==> config.mk <==
export PLATFORM = sky130hd
export DESIGN_NAME = route_sched
export DESIGN_NICKNAME = d
export VERILOG_FILES = /design/src/rtl/route_sched.sv
export SDC_FILE = /design/constraint.sdc
export NUM_CORES = 1
export LEC_CHECK = 0
export CORE_MARGIN = 1.5
export CORE_UTILIZATION = 50
export CTS_CLUSTER_DIAMETER = 120
export DETAILED_ROUTE_END_ITERATION = 16
export PLACE_DENSITY_LB_ADDON = 0.12
export SLEW_MARGIN = 20
export SYNTH_ARGS = -nofsm -noshare
export SYNTH_HDL_FRONTEND = slang
export SYNTH_SLANG_ARGS = --single-unit
export TNS_END_PERCENT = 30
==> constraint.sdc <==
create_clock -name clk -period 8.3 [get_ports clk]
set_input_delay 0.83 -clock clk [delete_from_list [all_inputs] [get_ports clk]]
set_output_delay 0.83 -clock clk [all_outputs]
set_load 0.05 [all_outputs]
==> src/rtl/route_sched.sv <==
// rtl/route_sched.sv - station route scheduler between UART receiver and command controller
module route_sched #(
    parameter int DEPTH     = 4,
    parameter int DWELL_CYC = 50_000_000
) (
    input  logic                     clk,
    input  logic                     rst_n,
    input  logic [7:0]               i_rx_cmd,
    input  logic                     i_rx_rdy,
    output logic                     o_clr_rx_rdy,
    output logic [7:0]               o_cmd,
    output logic                     o_cmd_rdy,
    input  logic                     i_clr_cmd_rdy,
    input  logic                     i_in_transit,
    output logic                     o_busy,
    output logic [$clog2(DEPTH):0]   o_q_cnt,
    output logic                     o_ovf,
    output logic                     o_arrived,
    output logic                     o_done
);

    localparam int AW = $clog2(DEPTH);
    localparam int CW = AW + 1;
    localparam int DW = $clog2(DWELL_CYC);

    typedef enum logic [2:0] {
        S_IDLE,
        S_ISSUE,
        S_TRANSIT,
        S_DWELL,
        S_ABORT
    } state_t;

    state_t          r_state;
    logic            r_clr_rx_rdy;
    logic [7:0]      r_cmd;
    logic            r_cmd_rdy;
    logic            r_busy;
    logic            r_arrived;
    logic            r_done;
    logic            r_running;
    logic            r_abort_low;
    logic [DW-1:0]   r_dwell;
    logic [CW-1:0]   r_q_cnt;
    logic            r_ovf;
    logic [AW-1:0]   r_wr_ptr;
    logic [AW-1:0]   r_rd_ptr;
    logic [5:0]      r_mem [DEPTH];

    logic            w_rx_acc;
    logic [1:0]      w_op;
    logic            w_push;
    logic            w_start;
    logic            w_abort;
    logic            w_full;
    logic            w_push_ok;
    logic            w_pop;
    logic            w_finish;
    logic            w_running_nxt;
    logic [5:0]      w_head;

    // A held rx_rdy is taken once; the consume pulse masks it for the following cycle.
    assign w_rx_acc  = i_rx_rdy && !r_clr_rx_rdy;
    assign w_op      = i_rx_cmd[7:6];
    assign w_push    = w_rx_acc && (w_op == 2'b01);
    assign w_start   = w_rx_acc && (w_op == 2'b10);
    assign w_abort   = w_rx_acc && (w_op == 2'b00);

    // Full is judged on the count before this cycle, even if a pop happens alongside.
    assign w_full    = (r_q_cnt == CW'(DEPTH));
    assign w_push_ok = w_push && !w_full;

    // Abort outranks both dispatch and route completion.
    assign w_pop     = (r_state == S_IDLE) && r_running && (r_q_cnt != '0) && !w_abort;
    assign w_finish  = (r_state == S_IDLE) && r_running && (r_q_cnt == '0) && !w_abort;
    assign w_running_nxt = !w_abort && !w_finish && (r_running || w_start);

    assign w_head    = r_mem[r_rd_ptr];

    // Consume pulse back to the UART for every accepted command.
    always_ff @(posedge clk or negedge rst_n) begin
        if (!rst_n) begin
            r_clr_rx_rdy <= 1'b0;
        end else begin
            r_clr_rx_rdy <= w_rx_acc;
        end
    end

    // Queue storage; contents are meaningless until written, so no reset.
    always_ff @(posedge clk) begin
        if (w_push_ok) begin
            r_mem[r_wr_ptr] <= i_rx_cmd[5:0];
        end
    end

    // Queue pointers, occupancy and sticky overflow; abort flushes everything.
    always_ff @(posedge clk or negedge rst_n) begin
        if (!rst_n) begin
            r_wr_ptr <= '0;
            r_rd_ptr <= '0;
            r_q_cnt  <= '0;
            r_ovf    <= 1'b0;
        end else if (w_abort) begin
            r_wr_ptr <= '0;
            r_rd_ptr <= '0;
            r_q_cnt  <= '0;
            r_ovf    <= 1'b0;
        end else begin
            if (w_push_ok) begin
                r_wr_ptr <= r_wr_ptr + AW'(1);
            end
            if (w_pop) begin
                r_rd_ptr <= r_rd_ptr + AW'(1);
            end
            if (w_push_ok && !w_pop) begin
                r_q_cnt <= r_q_cnt + CW'(1);
            end else if (!w_push_ok && w_pop) begin
                r_q_cnt <= r_q_cnt - CW'(1);
            end
            if (w_push && w_full) begin
                r_ovf <= 1'b1;
            end
        end
    end

    // Route FSM: dispatch, wait for the leg, dwell, and controlled stop on abort.
    always_ff @(posedge clk or negedge rst_n) begin
        if (!rst_n) begin
            r_state     <= S_IDLE;
            r_cmd       <= 8'h00;
            r_cmd_rdy   <= 1'b0;
            r_busy      <= 1'b0;
            r_arrived   <= 1'b0;
            r_done      <= 1'b0;
            r_running   <= 1'b0;
            r_abort_low <= 1'b0;
            r_dwell     <= '0;
        end else begin
            r_arrived <= 1'b0;
            r_done    <= 1'b0;
            r_running <= w_running_nxt;
            if (w_abort) begin
                r_dwell     <= '0;
                r_abort_low <= 1'b0;
                if (r_state == S_ISSUE || r_state == S_TRANSIT || r_state == S_ABORT) begin
                    // The vehicle may be moving: hold a stop command until it is taken.
                    r_state   <= S_ABORT;
                    r_cmd     <= 8'h00;
                    r_cmd_rdy <= 1'b1;
                    r_busy    <= 1'b1;
                end else begin
                    r_state   <= S_IDLE;
                    r_cmd_rdy <= 1'b0;
                    r_busy    <= 1'b0;
                end
            end else begin
                case (r_state)
                    S_IDLE: begin
                        if (w_pop) begin
                            r_cmd     <= {2'b01, w_head};
                            r_cmd_rdy <= 1'b1;
                            r_state   <= S_ISSUE;
                            r_busy    <= 1'b1;
                        end else begin
                            if (w_finish) begin
                                r_done <= 1'b1;
                            end
                            r_busy <= w_running_nxt;
                        end
                    end
                    S_ISSUE: begin
                        if (i_clr_cmd_rdy || i_in_transit) begin
                            r_cmd_rdy <= 1'b0;
                        end
                        if (i_in_transit) begin
                            r_state <= S_TRANSIT;
                        end
                    end
                    S_TRANSIT: begin
                        if (!i_in_transit) begin
                            r_arrived <= 1'b1;
                            r_dwell   <= DW'(DWELL_CYC - 1);
                            r_state   <= S_DWELL;
                        end
                    end
                    S_DWELL: begin
                        if (r_dwell == '0) begin
                            r_state <= S_IDLE;
                            r_busy  <= w_running_nxt;
                        end else begin
                            r_dwell <= r_dwell - DW'(1);
                        end
                    end
                    S_ABORT: begin
                        // Leave when the stop is consumed, or the vehicle is seen stationary twice in a row.
                        if (i_clr_cmd_rdy || (!i_in_transit && r_abort_low)) begin
                            r_state     <= S_IDLE;
                            r_cmd_rdy   <= 1'b0;
                            r_busy      <= w_running_nxt;
                            r_abort_low <= 1'b0;
                        end else begin
                            r_abort_low <= !i_in_transit;
                        end
                    end
                    default: begin
                        r_state <= S_IDLE;
                    end
                endcase
            end
        end
    end

    assign o_clr_rx_rdy = r_clr_rx_rdy;
    assign o_cmd        = r_cmd;
    assign o_cmd_rdy    = r_cmd_rdy;
    assign o_busy       = r_busy;
    assign o_q_cnt      = r_q_cnt;
    assign o_ovf        = r_ovf;
    assign o_arrived    = r_arrived;
    assign o_done       = r_done;

endmodule
## Word level (Yosys, flattened, before mapping)

Memory sizes are Yosys's and may differ from the RTL's.
Cells that the tools add are included.
W data, S select, Z words.

- $add $sub $neg: 5
- Equal/unequal tests: 15
- Mux-type cells: 48
- Reduce and logical (&&, ||, !) cells: 47

Operator list:

| cell | count |
|---|---|
| $mux W26 | 3 |
| $pmux W26 S2 | 1 |
| $mux W8 | 4 |
| $mux W3 | 10 |
| $logic_not A26 Y1 | 1 |
| $sub A26 B1 Y26 const B | 1 |
| $mux W1 | 23 |
| $logic_and A1 B1 Y1 | 16 |
| $ne A3 B3 Y1 const B | 5 |
| $pmux W3 S5 | 1 |
| $reduce_bool A2 Y1 | 5 |
| $reduce_and A3 Y1 | 3 |
| $reduce_bool A3 Y1 | 3 |
| $mux W2 | 4 |
| $reduce_bool A4 Y1 | 2 |
| $logic_not A1 Y1 | 7 |
| $eq A3 B2 Y1 const B | 2 |
| $eq A3 B3 Y1 const B | 2 |
| $logic_not A3 Y1 | 2 |
| $ne A3 B2 Y1 const B | 2 |
| $pmux W1 S3 | 2 |
| $logic_or A1 B1 Y1 | 5 |
| $reduce_and A5 Y1 | 1 |
| $add A2 B1 Y2 const B | 2 |
| 8 further kinds | 8 |

- Bits in registers: 52
- Memory bits (writable): 24
- Word-level logic and storage cells: 130
- Memories: 1

Memories:

| name | depth | width | read ports | clocked after memory_dff | wr ports | RTL line | RTL |
|---|---|---|---|---|---|---|---|
| r_mem | 4 | 6 | 1 | 0 | 1 | 48 | `logic [5:0] r_mem [DEPTH];` |

## Longest topological paths before layout

Gate-level depths: netlist of the first run.

- Word-level depth: 11
- Gate-level depth with buffers: 9
- Depth with buffers taken out: 7

## Least setup slack after synthesis of the first run

OpenSTA, ideal clock, no wires.

- Path type: register to register
- Start: reg r_state[0]
- End: reg r_q_cnt[2] (netlist: o_q_cnt[2])
- Arrival: 2.580 ns
- Required time: 8.166 ns
- Setup slack: 5.586 ns
- Stages on the path, launching flop included: 9
- Clock period less this slack: 2.714 ns
- Cell sequence: dfrtp_1 or4b_2 nor3_1 clkbuf_1 nor2_1 fa_1 nor3_1 o21ai_0 nor3b_1

- Word-level cells in the longest chain between the ends: 8
- Elaborated cells on any way between the ends: 10
- Those cells by class: 2 x mux; 8 x reduce/logical

RTL lines:

| item | RTL line | RTL |
|---|---|---|
| from (decl) | 34 | `state_t r_state;` |
| from (signal assigned) | 129 | `r_state <= S_IDLE;` |
| from (signal assigned) | 147 | `r_state <= S_ABORT;` |
| from (signal assigned) | 152 | `r_state <= S_IDLE;` |
| $logic_not A3 Y1 (*) | 74 | `assign w_pop = (r_state == S_IDLE) && r_running && (r_q_cnt != '0) && !w_abort;` |
| $logic_and A1 B1 Y1 (*) (3 in a row) | 74 |  |
| $logic_not A1 Y1 | 115 | `if (w_push_ok && !w_pop) begin` |
| $logic_and A1 B1 Y1 | 115 |  |
| $mux W3 | 115 |  |
| $mux W3 | 103 | `end else if (w_abort) begin` |
| to (signal assigned) | 116 | `r_q_cnt <= r_q_cnt + CW'(1);` |
| to (signal assigned) | 118 | `r_q_cnt <= r_q_cnt - CW'(1);` |
| to (decl) | 44 | `logic [CW-1:0] r_q_cnt;` |

Mark *: on every way between the ends. The rest lies on a longest branch, timed or not.
A chain may end at the register's enable or synchronous reset.

## Worst setup path in the final report of the first run

- Start: in i_rx_cmd[6]
- End: reg r_dwell[21]

- Word-level cells in the longest chain between the ends: 4
- Elaborated cells on any way between the ends: 7
- Those cells by class: 2 x eq/ne; 1 x mux; 4 x reduce/logical

RTL lines:

| item | RTL line | RTL |
|---|---|---|
| from (decl) | 8 | `input logic [7:0] i_rx_cmd,` |
| $logic_not A2 Y1 (*) | 67 | `assign w_abort = w_rx_acc && (w_op == 2'b00);` |
| $logic_and A1 B1 Y1 (*) | 67 |  |
| $ne A3 B3 Y1 (no line) or $reduce_bool A3 Y1 (tied branches) | -- |  |
| $reduce_and A3 Y1 (no line) | -- |  |
| to (signal assigned) | 182 | `r_dwell <= DW'(DWELL_CYC - 1);` |
| to (signal assigned) | 191 | `r_dwell <= r_dwell - DW'(1);` |
| to (decl) | 43 | `logic [DW-1:0] r_dwell;` |

Marks and branches as above.

==> impl_metrics.xml, run 1 <==
<?xml version="1.0" encoding="UTF-8"?>
<metrics>
  <group name="setup_path">
    <metric name="critical_path.max_fanout" unit="">15</metric>
    <metric name="start_kind" unit="">primary input</metric>
    <metric name="cells_along_the_critical_path" unit="">clkdlybuf4s50_1 &gt; or4b_2 &gt; nand2_1 &gt; a21oi_1 &gt; o221a_1 &gt; a221o_1</metric>
    <metric name="cp_slowest_stage_delay" unit="ns">0.87</metric>
    <metric name="timing.critical_path.arrival" unit="ns">3.43</metric>
    <metric name="critPathCaptureType" unit="">flip-flop</metric>
    <metric name="path_class" unit="">primary input to flip-flop</metric>
    <metric name="critPathSlowestCell" unit="">sky130_fd_sc_hd__or4b_2</metric>
    <metric name="worst_r2r_path_depth" unit="">7</metric>
    <metric name="critical_path_required_time" unit="ns">8.54</metric>
    <metric name="path_delay_family" unit="">simple AND/OR/NAND/NOR gates</metric>
    <metric name="worstSetupPathDepth" unit="">6</metric>
    <metric name="setup.worst_path.start" unit="">i_rx_cmd[6]</metric>
    <metric name="crit_buf_inv" unit="">1</metric>
    <metric name="critical_path.reg2reg.startpoint" unit="">r_dwell[0]</metric>
  </group>
  <group name="synth">
    <metric name="yosys.area_share.adder" unit="%">2.116</metric>
    <metric name="ys_dominant_reg_cell" unit="">sky130_fd_sc_hd__dfrtp_1</metric>
    <metric name="proportion_of_synthesized_chip_area_in_sequential_cells" unit="%">51.17</metric>
    <metric name="number_of_enable_flip_flop_cells_after_synthesis" unit="">24</metric>
    <metric name="synth_top_area_cell" unit="">sky130_fd_sc_hd__dfrtp_1</metric>
    <metric name="simple_gate_portion_of_the_synthesized_area" unit="%">19.97</metric>
    <metric name="syn_area_per_cell" unit="um^2">10.69</metric>
    <metric name="netlist_area" unit="um^2">3902</metric>
    <metric name="syn-instance-count" unit="">365</metric>
    <metric name="synth.cells.most_frequent" unit="">51 x sky130_fd_sc_hd__dfrtp_1, 32 x sky130_fd_sc_hd__nand2_1, 25 x sky130_fd_sc_hd__nor2_1, 24 x sky130_fd_sc_hd__edfxtp_1, 20 x sky130_fd_sc_hd__o21ai_0</metric>
    <metric name="netlist_top_cells_area" unit="">sky130_fd_sc_hd__dfrtp_1 33%, sky130_fd_sc_hd__edfxtp_1 18%, sky130_fd_sc_hd__mux4_2 3.5%</metric>
    <metric name="synth_compound_area_share" unit="%">17.12</metric>
    <metric name="yosys.area.top_type_share" unit="%">32.70</metric>
    <metric name="synth-xor-area-share" unit="%">1.347</metric>
    <metric name="count_of_cell_types_in_the_netlist" unit="">64</metric>
    <metric name="synthMuxAreaShare" unit="%">3.751</metric>
    <metric name="yosysWarnings" unit="">0</metric>
    <metric name="postSynth.asyncResetShare" unit="%">68.00</metric>
    <metric name="synthesized_nets" unit="">384</metric>
    <metric name="synth.most_common_cell" unit="">sky130_fd_sc_hd__dfrtp_1</metric>
    <metric name="combinational_family_with_the_most_area_after_synthesis" unit="">simple AND/OR/NAND/NOR gates</metric>
    <metric name="synth.ff_latch_count" unit="">75</metric>
  </group>
  <group name="sta">
    <metric name="max_slew.worst_pin.slew" unit="ns">1.047</metric>
    <metric name="worst_slew_margin_rel" unit="%">30.18</metric>
    <metric name="finalSetupViolCount" unit="">0</metric>
    <metric name="setup-tns-final" unit="ns">0</metric>
    <metric name="timing.hold.ws" unit="ns">0.5099</metric>
    <metric name="timing_max_transition_violations_final" unit="">0</metric>
    <metric name="layout_worst_path_cycle_share" unit="%">38.37</metric>
    <metric name="unrepaired_setup_endpoints_after_global_routing" unit="">false</metric>
    <metric name="fmaxAchievable" unit="GHz">0.3140</metric>
    <metric name="period_minus_slack" unit="ns">3.185</metric>
    <metric name="finalHoldViolations" unit="">0</metric>
    <metric name="skew" unit="ns">0.01045</metric>
  </group>
  <group name="route">
    <metric name="wl_per_instance" unit="um">16.91</metric>
    <metric name="drcViolationCount" unit="">0</metric>
    <metric name="detailroute.via_count" unit="">2952</metric>
    <metric name="total_iterations_of_the_first_detailed_routing_run" unit="">4</metric>
    <metric name="via_count_normalized_by_instance_count" unit="">6.000</metric>
    <metric name="postRouteWirelength" unit="um">8319</metric>
    <metric name="drt_iter0_markers" unit="">261</metric>
    <metric name="drt.antenna.violating_nets" unit="">0</metric>
  </group>
  <group name="placement">
    <metric name="final_weighted_congestion_in_routability_driven_placement" unit="">0.9173</metric>
    <metric name="hpwl" unit="um">5537</metric>
    <metric name="placed_cells" unit="">476</metric>
    <metric name="placement.io_buffers" unit="">28</metric>
  </group>
  <group name="flow_run">
    <metric name="max-cap-violations" unit="">0</metric>
  </group>
  <group name="worst_hold_path">
    <metric name="holdCritStartpoint" unit="">o_cmd[6]</metric>
    <metric name="depth_of_the_worst_hold_timing_path" unit="">1</metric>
    <metric name="hp-class" unit="">flip-flop to flip-flop</metric>
  </group>
  <group name="cts">
    <metric name="clkSinkCount" unit="">75</metric>
    <metric name="cts_setup_buffers" unit="">0</metric>
    <metric name="post_cts_hold_buffer_count" unit="">0</metric>
    <metric name="clock_tree.buffer_depth" unit="">2</metric>
    <metric name="cts-resized-gates" unit="">0</metric>
    <metric name="tritoncts_clock_tree" unit="">built</metric>
    <metric name="total_cts_buffers" unit="">9</metric>
    <metric name="clk-insertion-delay-late" unit="ns">0.35</metric>
    <metric name="cts-root-buf" unit="">sky130_fd_sc_hd__clkbuf_8</metric>
    <metric name="clock_pin_slew_on_the_worst_setup_and_hold_paths" unit="ns">0.09</metric>
    <metric name="htree_levels" unit="">3</metric>
  </group>
  <group name="power_and_ir_drop">
    <metric name="powerDensity" unit="nW/um^2">350.2</metric>
    <metric name="worst_ir_drop_vdd" unit="mV">0.2160</metric>
    <metric name="cellLeakagePower" unit="nW">1.719</metric>
  </group>
  <group name="cells_and_area">
    <metric name="area_growth_from_synthesis_to_layout" unit="%">13.15</metric>
    <metric name="finish.net_count" unit="">404</metric>
    <metric name="final_layout_size_suffix_gt1_share" unit="%">11.54</metric>
    <metric name="num_antenna_cells" unit="">0</metric>
    <metric name="layoutNonFillerInstCount" unit="">492</metric>
  </group>
  <group name="grt">
    <metric name="grt_pass1_wl" unit="um">13930</metric>
    <metric name="antenna_found_initial" unit="">0</metric>
    <metric name="grt_pass1_vias" unit="">2859</metric>
    <metric name="grt-ovfl-total" unit="">0</metric>
    <metric name="global_route_total_usage_across_every_layer" unit="%">21.42</metric>
    <metric name="largest_net_degree_at_the_start_of_global_routing" unit="">52</metric>
  </group>
  <group name="floorplan">
    <metric name="floorplan.core_area" unit="um^2">7647</metric>
    <metric name="initial_utilization" unit="%">51.03</metric>
    <metric name="floorplan.die_area" unit="um^2">8344</metric>
    <metric name="die_width" unit="um">91.35</metric>
    <metric name="floorplan.die.height" unit="um">91.35</metric>
    <metric name="placementRows" unit="">32</metric>
    <metric name="ios" unit="">30</metric>
  </group>
  <group name="status">
    <metric name="status" unit="">finished clean</metric>
  </group>
</metrics>
final timing paths:
check | endpoint | slack, ns
worst min register to register | o_cmd[6] | 0.51
worst min-delay path | o_cmd[6] | 0.51
max in group asynchronous | r_dwell[25] | 7.28
worst max-delay path | r_dwell[21] | 5.12
worst max register to register | o_busy | 5.51
min in group asynchronous | r_dwell[1] | 0.58
cells by family (layout without fill, tap and decap cells):
kind of cell | count (synthesis) | count (layout)
adders and majority gates | 6 | 6
muxes | 7 | 7
other | 1 | 1
and+or+nand+nor | 135 | 135
AOI/OAI and AO/OA | 97 | 97
buffers and inverters | 38 | 63
DFF | 75 | 75
xor gates and xnor gates | 6 | 6
placed cells by master (no fill, tap or decap), types with 7 or more instances in the layout:
cell / count
sky130_fd_sc_hd__clkdlybuf4s50_1: 27
sky130_fd_sc_hd__inv_1: 16
sky130_fd_sc_hd__nand2_1: 32
sky130_fd_sc_hd__edfxtp_1: 24
sky130_fd_sc_hd__clkbuf_8: 10
sky130_fd_sc_hd__dfrtp_1: 51
sky130_fd_sc_hd__a21oi_1: 17
sky130_fd_sc_hd__nor4_1: 7
sky130_fd_sc_hd__a21o_1: 7
sky130_fd_sc_hd__nor2_1: 25
sky130_fd_sc_hd__nand3_1: 7
sky130_fd_sc_hd__o21ai_0: 20
sky130_fd_sc_hd__nor3_1: 16
routing by layer:
| layer | vias to the layer above | share of wire, % | global-route usage, % |
|---|---|---|---|
| li1 | 1408 | - | - |
| met1 | 1444 | 45 | 28.70 |
| met2 | 85 | 48 | 32.96 |
| met3 | 15 | 4.6 | 4.355 |
| met4 | 0 | 2.1 | 11.07 |
| met5 | - | 0 | 0 |
area by class of cell:
class,count,area [um^2]
repair buffers,31,297.8
clock inverters,6,53.80
clock buffers,10,137.6
flip-flops and latches,75,1997
well taps,102,127.6
multi-input cells,252,1742
inverters,16,60.06
fillers,652,3232
through the flow:
step	worst slack, ns	power [mW]	utilization [%]	cell area, um^2
floorplan	5.586	1.110	-	3902
global placement	4.873	1.270	55.24	4224
detailed placement	4.794	1.277	55.24	4224
CTS	5.173	1.551	57.74	4415
global route	5.017	1.649	57.74	4415
finish	5.115	1.546	57.74	4415
sequential cells by signal (all words and copies together), names as in the netlist:
signal,flops
r_mem,24
o_q_cnt,3
o_cmd,7
r_running,1
o_busy,1
o_done,1
o_clr_rx_rdy,1
o_ovf,1
o_arrived,1
r_state,3
o_cmd_rdy,1
r_abort_low,1
r_rd_ptr,2
r_wr_ptr,2
r_dwell,26
where the power goes:
part	internal (mW)	switching, mW	total [mW]
clock network	0.122	0.151	0.273
logic	0.272	0.395	0.666
registers	0.481	0.126	0.607
worst reg2reg max path, delay by kind of cell, from the launching register on:
| kind | cells | cell delay (ns) |
|---|---|---|
| buf+inv | 1 | 0.09 |
| flops | 1 | 0.38 |
| fa+ha+maj | 1 | 0.19 |
| compound gates | 2 | 0.79 |
| mux | 1 | 0.30 |
| simple gates | 2 | 0.93 |
No activity file was read; power rests on OpenSTA's default activity.
==> run 2: changes to the inputs <==
==> constraint.sdc (replaced) <==
create_clock -name clk -period 3.15 [get_ports clk]
set_input_delay 0.315 -clock clk [delete_from_list [all_inputs] [get_ports clk]]
set_output_delay 0.315 -clock clk [all_outputs]
set_load 0.05 [all_outputs]
==> run 2 against run 1 <==
Clock power rose to 2.7 times the previous value; total power grew to 2.7 times the previous value; combinational power increased to 2.8 times the previous value; clock skew decreased by 0.0058 ns; sequential share of layout area decreased by 0.69 points; flip-flop and latch count stayed put; largest power group unchanged.
==> impl_metrics.xml, run 2 (same netlist as run 1, synthesis figures left out) <==
<?xml version="1.0" encoding="UTF-8"?>
<metrics>
  <group name="grt">
    <metric name="grt.busiest_layer" unit="">met2</metric>
    <metric name="antenna_found_initial" unit="">0</metric>
    <metric name="grt-ovfl-total" unit="">0</metric>
    <metric name="gr-usage-met3" unit="%">4.523</metric>
    <metric name="global_route_total_usage_across_every_layer" unit="%">21.88</metric>
    <metric name="grt_pass1_wl" unit="um">14200</metric>
    <metric name="grt_util_met1" unit="%">29.17</metric>
    <metric name="grt_pass1_vias" unit="">2884</metric>
    <metric name="grt_use_met2" unit="%">34.14</metric>
    <metric name="largest_net_degree_at_the_start_of_global_routing" unit="">30</metric>
  </group>
  <group name="cts">
    <metric name="total_cts_buffers" unit="">9</metric>
    <metric name="post_cts_hold_buffer_count" unit="">1</metric>
    <metric name="tritoncts_clock_tree" unit="">built</metric>
    <metric name="clock_pin_slew_on_the_worst_setup_and_hold_paths" unit="ns">0.09</metric>
    <metric name="clkSinkCount" unit="">75</metric>
    <metric name="clk-insertion-delay-late" unit="ns">0.36</metric>
    <metric name="cts-root-buf" unit="">sky130_fd_sc_hd__clkbuf_8</metric>
    <metric name="htree_levels" unit="">3</metric>
    <metric name="cts_setup_buffers" unit="">0</metric>
    <metric name="clock_tree.buffer_depth" unit="">2</metric>
    <metric name="cts-resized-gates" unit="">0</metric>
  </group>
  <group name="route">
    <metric name="via_count_normalized_by_instance_count" unit="">5.904</metric>
    <metric name="drt.antenna.violating_nets" unit="">0</metric>
    <metric name="drcViolationCount" unit="">0</metric>
    <metric name="detailroute.via_count" unit="">2946</metric>
    <metric name="postRouteWirelength" unit="um">8503</metric>
    <metric name="wl_per_instance" unit="um">17.04</metric>
    <metric name="drt_iter0_markers" unit="">198</metric>
    <metric name="total_iterations_of_the_first_detailed_routing_run" unit="">4</metric>
  </group>
  <group name="floorplan">
    <metric name="die_width" unit="um">91.35</metric>
    <metric name="floorplan.die_area" unit="um^2">8344</metric>
    <metric name="initial_utilization" unit="%">51.03</metric>
    <metric name="floorplan.core_area" unit="um^2">7647</metric>
    <metric name="placementRows" unit="">32</metric>
    <metric name="floorplan.die.height" unit="um">91.35</metric>
    <metric name="ios" unit="">30</metric>
  </group>
  <group name="cells_and_area">
    <metric name="final-seq-area" unit="um^2">1997</metric>
    <metric name="largest_register_ff_count" unit="">26</metric>
    <metric name="fill_cells" unit="">691</metric>
    <metric name="area_growth_from_synthesis_to_layout" unit="%">14.91</metric>
    <metric name="multi_input_comb_area" unit="um^2">1742</metric>
    <metric name="finish.net_count" unit="">411</metric>
    <metric name="final_cell_area" unit="um^2">4484</metric>
    <metric name="num_antenna_cells" unit="">0</metric>
    <metric name="final_layout_size_suffix_gt1_share" unit="%">12.85</metric>
    <metric name="top_register" unit="">r_dwell</metric>
    <metric name="mostFrequentLayoutCell" unit="">sky130_fd_sc_hd__dfrtp_1</metric>
    <metric name="final_cell_mix" unit="">51 x sky130_fd_sc_hd__dfrtp_1, 32 x sky130_fd_sc_hd__nand2_1, 27 x sky130_fd_sc_hd__clkdlybuf4s50_1, 25 x sky130_fd_sc_hd__nor2_1, 24 x sky130_fd_sc_hd__edfxtp_1</metric>
  </group>
  <group name="setup_path">
    <metric name="timing.critical_path.arrival" unit="ns">2.92</metric>
    <metric name="critPathCaptureType" unit="">flip-flop</metric>
    <metric name="critical_path_required_time" unit="ns">3.43</metric>
    <metric name="critical_path.max_fanout" unit="">12</metric>
    <metric name="start_kind" unit="">flip-flop</metric>
    <metric name="path_class" unit="">flip-flop to flip-flop</metric>
    <metric name="timing.reg2reg.setup_slack" unit="ns">0.50</metric>
  </group>
  <group name="power_and_ir_drop">
    <metric name="worst_ir_drop_vdd" unit="mV">0.5867</metric>
    <metric name="cellLeakagePower" unit="nW">1.761</metric>
    <metric name="powerDensity" unit="nW/um^2">929.2</metric>
  </group>
  <group name="sta">
    <metric name="max_slew.worst_pin.slew" unit="ns">1.001</metric>
    <metric name="period_minus_slack" unit="ns">2.649</metric>
    <metric name="worst_slew_margin_rel" unit="%">32.45</metric>
    <metric name="layout_worst_path_cycle_share" unit="%">84.10</metric>
    <metric name="fmaxAchievable" unit="GHz">0.3775</metric>
    <metric name="timing.hold.ws" unit="ns">0.4966</metric>
    <metric name="timing_max_transition_violations_final" unit="">0</metric>
    <metric name="finalHoldViolations" unit="">0</metric>
    <metric name="setup-tns-final" unit="ns">0</metric>
    <metric name="skew" unit="ns">0.004626</metric>
    <metric name="unrepaired_setup_endpoints_after_global_routing" unit="">false</metric>
    <metric name="finalSetupViolCount" unit="">0</metric>
  </group>
  <group name="placement">
    <metric name="hpwl" unit="um">5918</metric>
    <metric name="placement.io_buffers" unit="">28</metric>
    <metric name="final_weighted_congestion_in_routability_driven_placement" unit="">0.8446</metric>
    <metric name="dpl_cell_area" unit="um^2">4269</metric>
  </group>
  <group name="flow_run">
    <metric name="max-cap-violations" unit="">0</metric>
  </group>
  <group name="status">
    <metric name="status" unit="">finished clean</metric>
  </group>
  <group name="worst_hold_path">
    <metric name="hp-class" unit="">flip-flop to flip-flop</metric>
  </group>
</metrics>
[run 2: cell count changes in the layout (fill, tap and decap cells not counted)]
cell	previous run	this run
sky130_fd_sc_hd__clkinv_4	2	1
sky130_fd_sc_hd__o311ai_1	1	0
sky130_fd_sc_hd__buf_4	3	9
sky130_fd_sc_hd__inv_8	1	2
sky130_fd_sc_hd__dlygate4sd3_1	0	1
sky130_fd_sc_hd__o311ai_0	0	1
sky130_fd_sc_hd__clkinv_8	0	2
sky130_fd_sc_hd__clkbuf_8	10	9
sky130_fd_sc_hd__clkinvlp_4	1	0
[run 2: stage by stage]
stage / setup slack (ns) / std cells / util, % / power, mW
after floorplan: 0.4355 / 365 / - / 2.923
after global placement: 0.4479 / 482 / 55.82 / 3.393
after detailed placement: 0.3993 / 482 / 55.82 / 3.417
after CTS: 0.4537 / 499 / 58.64 / 4.185
after global routing: 0.2937 / 499 / 58.64 / 4.429
final: 0.5008 / 499 / 58.64 / 4.167
[run 2: area by class of cell]
| cell class | instances | area share, % |
|---|---|---|
| clock buffers | 9 | 2.762 |
| clock inverters | 7 | 1.814 |
| inverters | 16 | 1.339 |
| multi-input cells | 252 | 38.84 |
| flip-flops and latches | 75 | 44.53 |
| well taps | 102 | 2.846 |
| repair buffers | 38 | 7.868 |
[run 2: routing by layer]
metal | up-vias | part of all wire [%]
li1 | 1424 | -
met1 | 1414 | 44
met2 | 92 | 49
met3 | 16 | 5.1
met4 | 0 | 1.9
met5 | - | 0
[run 2: critical path, stage by stage, from the launching register on]
cell and delay (ns):
sky130_fd_sc_hd__dfrtp_1 0.51, sky130_fd_sc_hd__or4b_2 0.72, sky130_fd_sc_hd__nor3_1 0.31, sky130_fd_sc_hd__nor2_1 0.10, sky130_fd_sc_hd__fa_1 0.42, sky130_fd_sc_hd__and3_1 0.17, sky130_fd_sc_hd__o21ai_0 0.14, sky130_fd_sc_hd__nor3b_1 0.21
[run 2: worst paths after layout]
check | start | endpoint | depth (start not counted)
worst max-delay path | r_state[2] | o_q_cnt[2] | 7
max in group asynchronous | rst_n | o_clr_rx_rdy | 3
worst min register to register | o_cmd[6] | o_cmd[6] | 1
worst min-delay path | o_cmd[6] | o_cmd[6] | 1
min in group asynchronous | rst_n | r_dwell[0] | 2
worst max register to register | r_state[2] | o_q_cnt[2] | 7
[run 2: report_power, final]
part	total (mW)	switching [mW]	leakage (nW)	internal (mW)
clock	0.750	0.433	0.104	0.317
combinational	1.84	1.09	0.803	0.751
sequential	1.58	0.309	0.854	1.27
total	4.17	1.83	1.76	2.34
